File: src/rtl/wshb_arb_pkg.sv
// Shared types and widths for the two-master Wishbone arbiter.
package wshb_arb_pkg;

    localparam int ADR_W = 32;
    localparam int DAT_W = 32;
    localparam int SEL_W = 4;

    typedef enum logic [1:0] {IDLE, GRANT0, GRANT1} arb_state_t;

    // Master-to-slave request bundle: everything that is routed towards the slave port.
    typedef struct packed {
        logic             cyc;
        logic             stb;
        logic             we;
        logic [ADR_W-1:0] adr;
        logic [DAT_W-1:0] dat;
        logic [SEL_W-1:0] sel;
        logic [2:0]       cti;
        logic [1:0]       bte;
    } wb_req_t;

endpackage

File: src/rtl/wshb_mux.sv
// Combinational 2:1 selection of the owning master's request bundle onto the slave port.
module wshb_mux
    import wshb_arb_pkg::*;
(
    input  arb_state_t i_state,
    input  wb_req_t    i_m0,
    input  wb_req_t    i_m1,
    output wb_req_t    o_s
);

    always_comb begin
        o_s = '0;
        case (i_state)
            GRANT0:  o_s = i_m0;
            GRANT1:  o_s = i_m1;
            default: o_s = '0;
        endcase
    end

endmodule

File: src/rtl/wshb_arbiter.sv
// Two-master Wishbone classic arbiter with bounded-length grants onto one slave port.
// state  | meaning
// IDLE   | no owner, slave port driven to zero
// GRANT0 | master 0 (video reader) owns the slave
// GRANT1 | master 1 owns the slave
module wshb_arbiter
    import wshb_arb_pkg::*;
#(
    parameter int MAX_BURST = 16
) (
    input  logic             clk,
    input  logic             rst_n,

    input  logic             m0_cyc,
    input  logic             m0_stb,
    input  logic             m0_we,
    input  logic [ADR_W-1:0] m0_adr,
    input  logic [DAT_W-1:0] m0_dat_ms,
    input  logic [SEL_W-1:0] m0_sel,
    input  logic [2:0]       m0_cti,
    input  logic [1:0]       m0_bte,
    output logic             m0_ack,
    output logic [DAT_W-1:0] m0_dat_sm,

    input  logic             m1_cyc,
    input  logic             m1_stb,
    input  logic             m1_we,
    input  logic [ADR_W-1:0] m1_adr,
    input  logic [DAT_W-1:0] m1_dat_ms,
    input  logic [SEL_W-1:0] m1_sel,
    input  logic [2:0]       m1_cti,
    input  logic [1:0]       m1_bte,
    output logic             m1_ack,
    output logic [DAT_W-1:0] m1_dat_sm,

    output logic             s_cyc,
    output logic             s_stb,
    output logic             s_we,
    output logic [ADR_W-1:0] s_adr,
    output logic [DAT_W-1:0] s_dat_ms,
    output logic [SEL_W-1:0] s_sel,
    output logic [2:0]       s_cti,
    output logic [1:0]       s_bte,
    input  logic             s_ack,
    input  logic [DAT_W-1:0] s_dat_sm
);

    localparam logic [7:0] BURST_LAST = 8'(MAX_BURST - 1);

    arb_state_t r_state;
    arb_state_t w_next;
    logic [7:0] r_burst_cnt;
    logic       w_granted;
    wb_req_t    w_m0;
    wb_req_t    w_m1;
    wb_req_t    w_s;

    assign w_m0 = '{cyc: m0_cyc, stb: m0_stb, we: m0_we, adr: m0_adr,
                    dat: m0_dat_ms, sel: m0_sel, cti: m0_cti, bte: m0_bte};
    assign w_m1 = '{cyc: m1_cyc, stb: m1_stb, we: m1_we, adr: m1_adr,
                    dat: m1_dat_ms, sel: m1_sel, cti: m1_cti, bte: m1_bte};

    wshb_mux u_mux (
        .i_state (r_state),
        .i_m0    (w_m0),
        .i_m1    (w_m1),
        .o_s     (w_s)
    );

    assign s_cyc    = w_s.cyc;
    assign s_stb    = w_s.stb;
    assign s_we     = w_s.we;
    assign s_adr    = w_s.adr;
    assign s_dat_ms = w_s.dat;
    assign s_sel    = w_s.sel;
    assign s_cti    = w_s.cti;
    assign s_bte    = w_s.bte;

    assign m0_ack    = s_ack & (r_state == GRANT0);
    assign m1_ack    = s_ack & (r_state == GRANT1);
    assign m0_dat_sm = s_dat_sm;
    assign m1_dat_sm = s_dat_sm;

    assign w_granted = (r_state == GRANT0) || (r_state == GRANT1);

    // Owner dropping cyc outranks the burst limit, so an ack on the last beat with cyc low
    // still follows the release path.
    always_comb begin
        w_next = r_state;
        case (r_state)
            IDLE: begin
                if (m0_cyc)      w_next = GRANT0;
                else if (m1_cyc) w_next = GRANT1;
            end
            GRANT0: begin
                if (!m0_cyc)
                    w_next = m1_cyc ? GRANT1 : IDLE;
                else if (s_ack && (r_burst_cnt == BURST_LAST) && m1_cyc)
                    w_next = GRANT1;
            end
            GRANT1: begin
                if (!m1_cyc)
                    w_next = m0_cyc ? GRANT0 : IDLE;
                else if (s_ack && (r_burst_cnt == BURST_LAST) && m0_cyc)
                    w_next = GRANT0;
            end
            default: w_next = IDLE;
        endcase
    end

    always_ff @(posedge clk or negedge rst_n) begin
        if (!rst_n)
            r_state <= IDLE;
        else
            r_state <= w_next;
    end

    // Saturating at the last beat lets a lone owner keep the grant while staying armed to yield.
    always_ff @(posedge clk or negedge rst_n) begin
        if (!rst_n)
            r_burst_cnt <= '0;
        else if (w_next != r_state)
            r_burst_cnt <= '0;
        else if (w_granted && s_ack && (r_burst_cnt != BURST_LAST))
            r_burst_cnt <= r_burst_cnt + 8'd1;
    end

endmodule

File: config.mk
export PLATFORM = sky130hd
export DESIGN_NAME = wshb_arbiter
export DESIGN_NICKNAME = d
export VERILOG_FILES = /design/src/rtl/wshb_arb_pkg.sv /design/src/rtl/wshb_mux.sv /design/src/rtl/wshb_arbiter.sv
export SDC_FILE = /design/constraint.sdc
export NUM_CORES = 1
export LEC_CHECK = 0
export ABC_CLOCK_PERIOD_IN_PS = 6500
export CAP_MARGIN = 20
export CORE_AREA = 2 2 127 129
export CTS_CLUSTER_DIAMETER = 80
export DETAILED_ROUTE_END_ITERATION = 16
export DIE_AREA = 0 0 129 131
export SETUP_SLACK_MARGIN = 0.3
export SKIP_LAST_GASP = 1
export SLEW_MARGIN = 15
export SYNTH_ARGS = -nofsm -noshare
export SYNTH_HDL_FRONTEND = slang
export SYNTH_SLANG_ARGS = --single-unit
File: constraint.sdc
create_clock -name clk -period 6.5 [get_ports clk]
set_input_delay 1.3 -clock clk [delete_from_list [all_inputs] [get_ports clk]]
set_output_delay 1.3 -clock clk [all_outputs]
set_load 0.05 [all_outputs]
==> reports/metrics.yaml <==
sta:
  worst_pin_slew_ns: 1.03
  period_share: 0.736
  finClkSkew_ns: 0.00150
  fin_crit_ns: 4.78
  fmax_mhz: 209
  hold_viol_final: 0
  setup_viol: 0
  setup_tns_ns: 0
  slew_violations: 0
  rsz0062_at_grt: "false"
  relSlewSlack: 0.316
pwr:
  seqPwrFrac: 0.045
  intPower_uw: 790
  total_power_mw: 1.86
  ir_worst_vdd_uv: 289
  leakage_nw: 1.48
  p_switching_mw: 1.07
  p_sw_frac: 0.575
  clkPwrFrac: 0.068
  combPwrFrac: 0.887
  p_per_area_nw_per_um2: 410
flow_run:
  drv_cap: 0
setup_path:
  critical_path_required_ns: 5.20
  critPathLaunchType: "flip-flop"
  critPathArrivalTime_ns: 3.48
  reg2reg_setup_slack_ns: 3.77
  crit_fanout: 52
  cp-end-kind: "output pin"
  critPathKind: "reg -> out"
final_layout:
  final_common_cell: "clkdlybuf4s50_1"
  area_delta_synth_final_pct: 87.4
  nNetsFinal: 670
  post_route_cells_drive_above_1_share: 0.0335
  final_cell_mix: "clkdlybuf4s50_1 (232), a22oi_1 (75), nor2b_1 (75)"
  num_antenna_cells: 0
detailed_routing:
  drc: 0
  drt_iter0_drc: 160
  first_pass_iters: 4
  wire_per_inst_um: 14.6
  via_per_inst: 4.25
  ant_nets: 0
  vias: 2944
  drt_wl_total_um: 10100
worst_hold_path:
  worstHoldPathType: "reg -> reg"
placed_design:
  io_buffers: 232
  gp_congestion: 0.873
  hpwl_um: 7880
yosys:
  synthCells: 333
  ys_types: 42
  synth_compound_area_frac: 0.317
  muxShareOfSynthArea: 0.00413
  synth_edf_count: 0
  synth.avg_cell_area_um2: 7.27
  yosys.area_share.simple: 0.283
  synth_xor_area_frac: 0.0145
  ys_ff_latch: 10
  synth_fp_nets: 525
  synth_top_family_by_area: "compound AO/OA/AOI/OAI gates"
  synthesis.area_um2: 2420
  ys.flop_type: "dfrtp_1"
  synth_async_sr_flop_share: 1.00
  synthAdderAreaFrac: 0.0258
  synth_seq_area_share: 0.103
  synth_warnings: 0
clock_network:
  post_cts_buffers: 0
  htreeDepth: 1
  hold_buffers: 0
  clock_latency_ns: 0.24
  cts_buffers: 3
  cts_num_sinks: 10
  cts_tree: "done"
  clock-root-buffer: "clkbuf_16"
  cts_resized: 0
  path_clk_slew_ns: 0.04
  cts_buffer_depth: 2
floorplan:
  die_w_um: 129
  initial_core_util: 0.155
  row_count: 46
  design.core.area_um2: 15600
  die_h_um: 131
  pin_count: 329
  die-area_um2: 16900
global_route:
  grt_pass1_vias: 2747
  grt_max_degree: 79
  antenna_found_initial: 0
  grt_util_met1: 0.129
  overflow: 0
  grt_pass1_wl_um: 14200
  grt_use_met3: 0.0216
  gr-max-usage-layer: "met2"
  grtUsageMet2: 0.179
  grt_usage: 0.104
run_status:
  status: "finished clean"
-- synth_stat cells, types with 2 or more instances --
master | number | area [µm²]
nor2b_1 | 75 | 469
nor3_1 | 8 | 40.0
a31oi_1 | 3 | 18.8
and3_1 | 2 | 12.5
o21ai_0 | 3 | 15.0
nand2_1 | 9 | 33.8
o21ai_1 | 2 | 10.0
a22oi_1 | 75 | 563
nand4_1 | 3 | 18.8
ha_1 | 5 | 62.6
buf_1 | 6 | 22.5
buf_4 | 64 | 480
clkbuf_1 | 21 | 78.8
xor2_1 | 3 | 26.3
and2_1 | 3 | 18.8
buf_2 | 3 | 15.0
a21boi_0 | 2 | 15.0
inv_1 | 4 | 15.0
a21oi_1 | 6 | 30.0
nand3_1 | 3 | 15.0
dfrtp_1 | 10 | 250
nor2_1 | 3 | 11.3
-- metrics by stage --
stage | hold slack, ns | worst slack, ns | std cells | instance area, µm² | util
after floorplan | 0.552 | 2.46 | 333 | 2420 | -
after detailed placement | 0.587 | 2.04 | 689 | 4440 | 0.285
after CTS | 0.601 | 1.77 | 693 | 4530 | 0.290
final | 0.603 | 1.72 | 693 | 4540 | 0.291
after global routing | 0.634 | 1.55 | 693 | 4540 | 0.291
after global placement | 0.571 | 2.08 | 689 | 4440 | 0.285
-- sequential cells by signal, indices dropped and copies added, names as in the netlist --
name / cells
r_burst_cnt: 8
r_state: 2
-- power by group through the flow --
stage	clock [mW]	sequential [mW]	combinational, mW
5_1_grt	0.132	0.0854	1.75
4_1_cts	0.127	0.0832	1.65
3_5_place_dp	0	0.0841	1.65
2_1_floorplan	0	0.0807	1.24
3_3_place_gp	0	0.0834	1.63
6_report	0.126	0.0836	1.65
-- area by class of cell --
| cell class | count | area (µm²) |
|---|---|---|
| fillers | 1633 | 11100 |
| flip-flops and latches | 10 | 250 |
| repair buffers | 234 | 2340 |
| well taps | 216 | 270 |
| clock buffers | 4 | 88.8 |
| multi-input cells | 225 | 1580 |
| inverters | 4 | 15.0 |
-- final timing paths --
kind,startpoint,depth (start not counted),to
worst min-delay path,r_burst_cnt[0]$_DFFE_PN0P_,2,r_burst_cnt[0]$_DFFE_PN0P_
worst min register to register,r_burst_cnt[0]$_DFFE_PN0P_,2,r_burst_cnt[0]$_DFFE_PN0P_
min in group asynchronous,rst_n,1,r_burst_cnt[3]$_DFFE_PN0P_
worst max-delay path,r_state[1]$_DFF_PN0_,6,s_we
max in group asynchronous,rst_n,1,r_state[0]$_DFF_PN0_
worst max register to register,r_state[1]$_DFF_PN0_,7,r_burst_cnt[0]$_DFFE_PN0P_
-- critical path, stage by stage, from the launching register on --
cell	delay, ns
dfrtp_1	0.46
inv_1	0.21
ha_2	0.90
buf_4	0.46
a22oi_1	0.15
nor2b_1	0.18
clkdlybuf4s50_1	0.82
-- per-layer routing --
| layer | vias to the layer above | routed length (µm) |
|---|---|---|
| li1 | 1420 | - |
| met1 | 1359 | 4060 |
| met2 | 147 | 5080 |
| met3 | 18 | 764 |
| met4 | 0 | 231 |
| met5 | - | 0 |
-- cells by family (layout without fill, tap and decap cells) --
group,Yosys count,in the layout
fa+ha+maj,5,5
simple gates,113,113
buf+inv,98,242
mux,1,1
xor+xnor,4,4
flops,10,10
compound gates,102,102
Power figures use the tool's default switching activity.
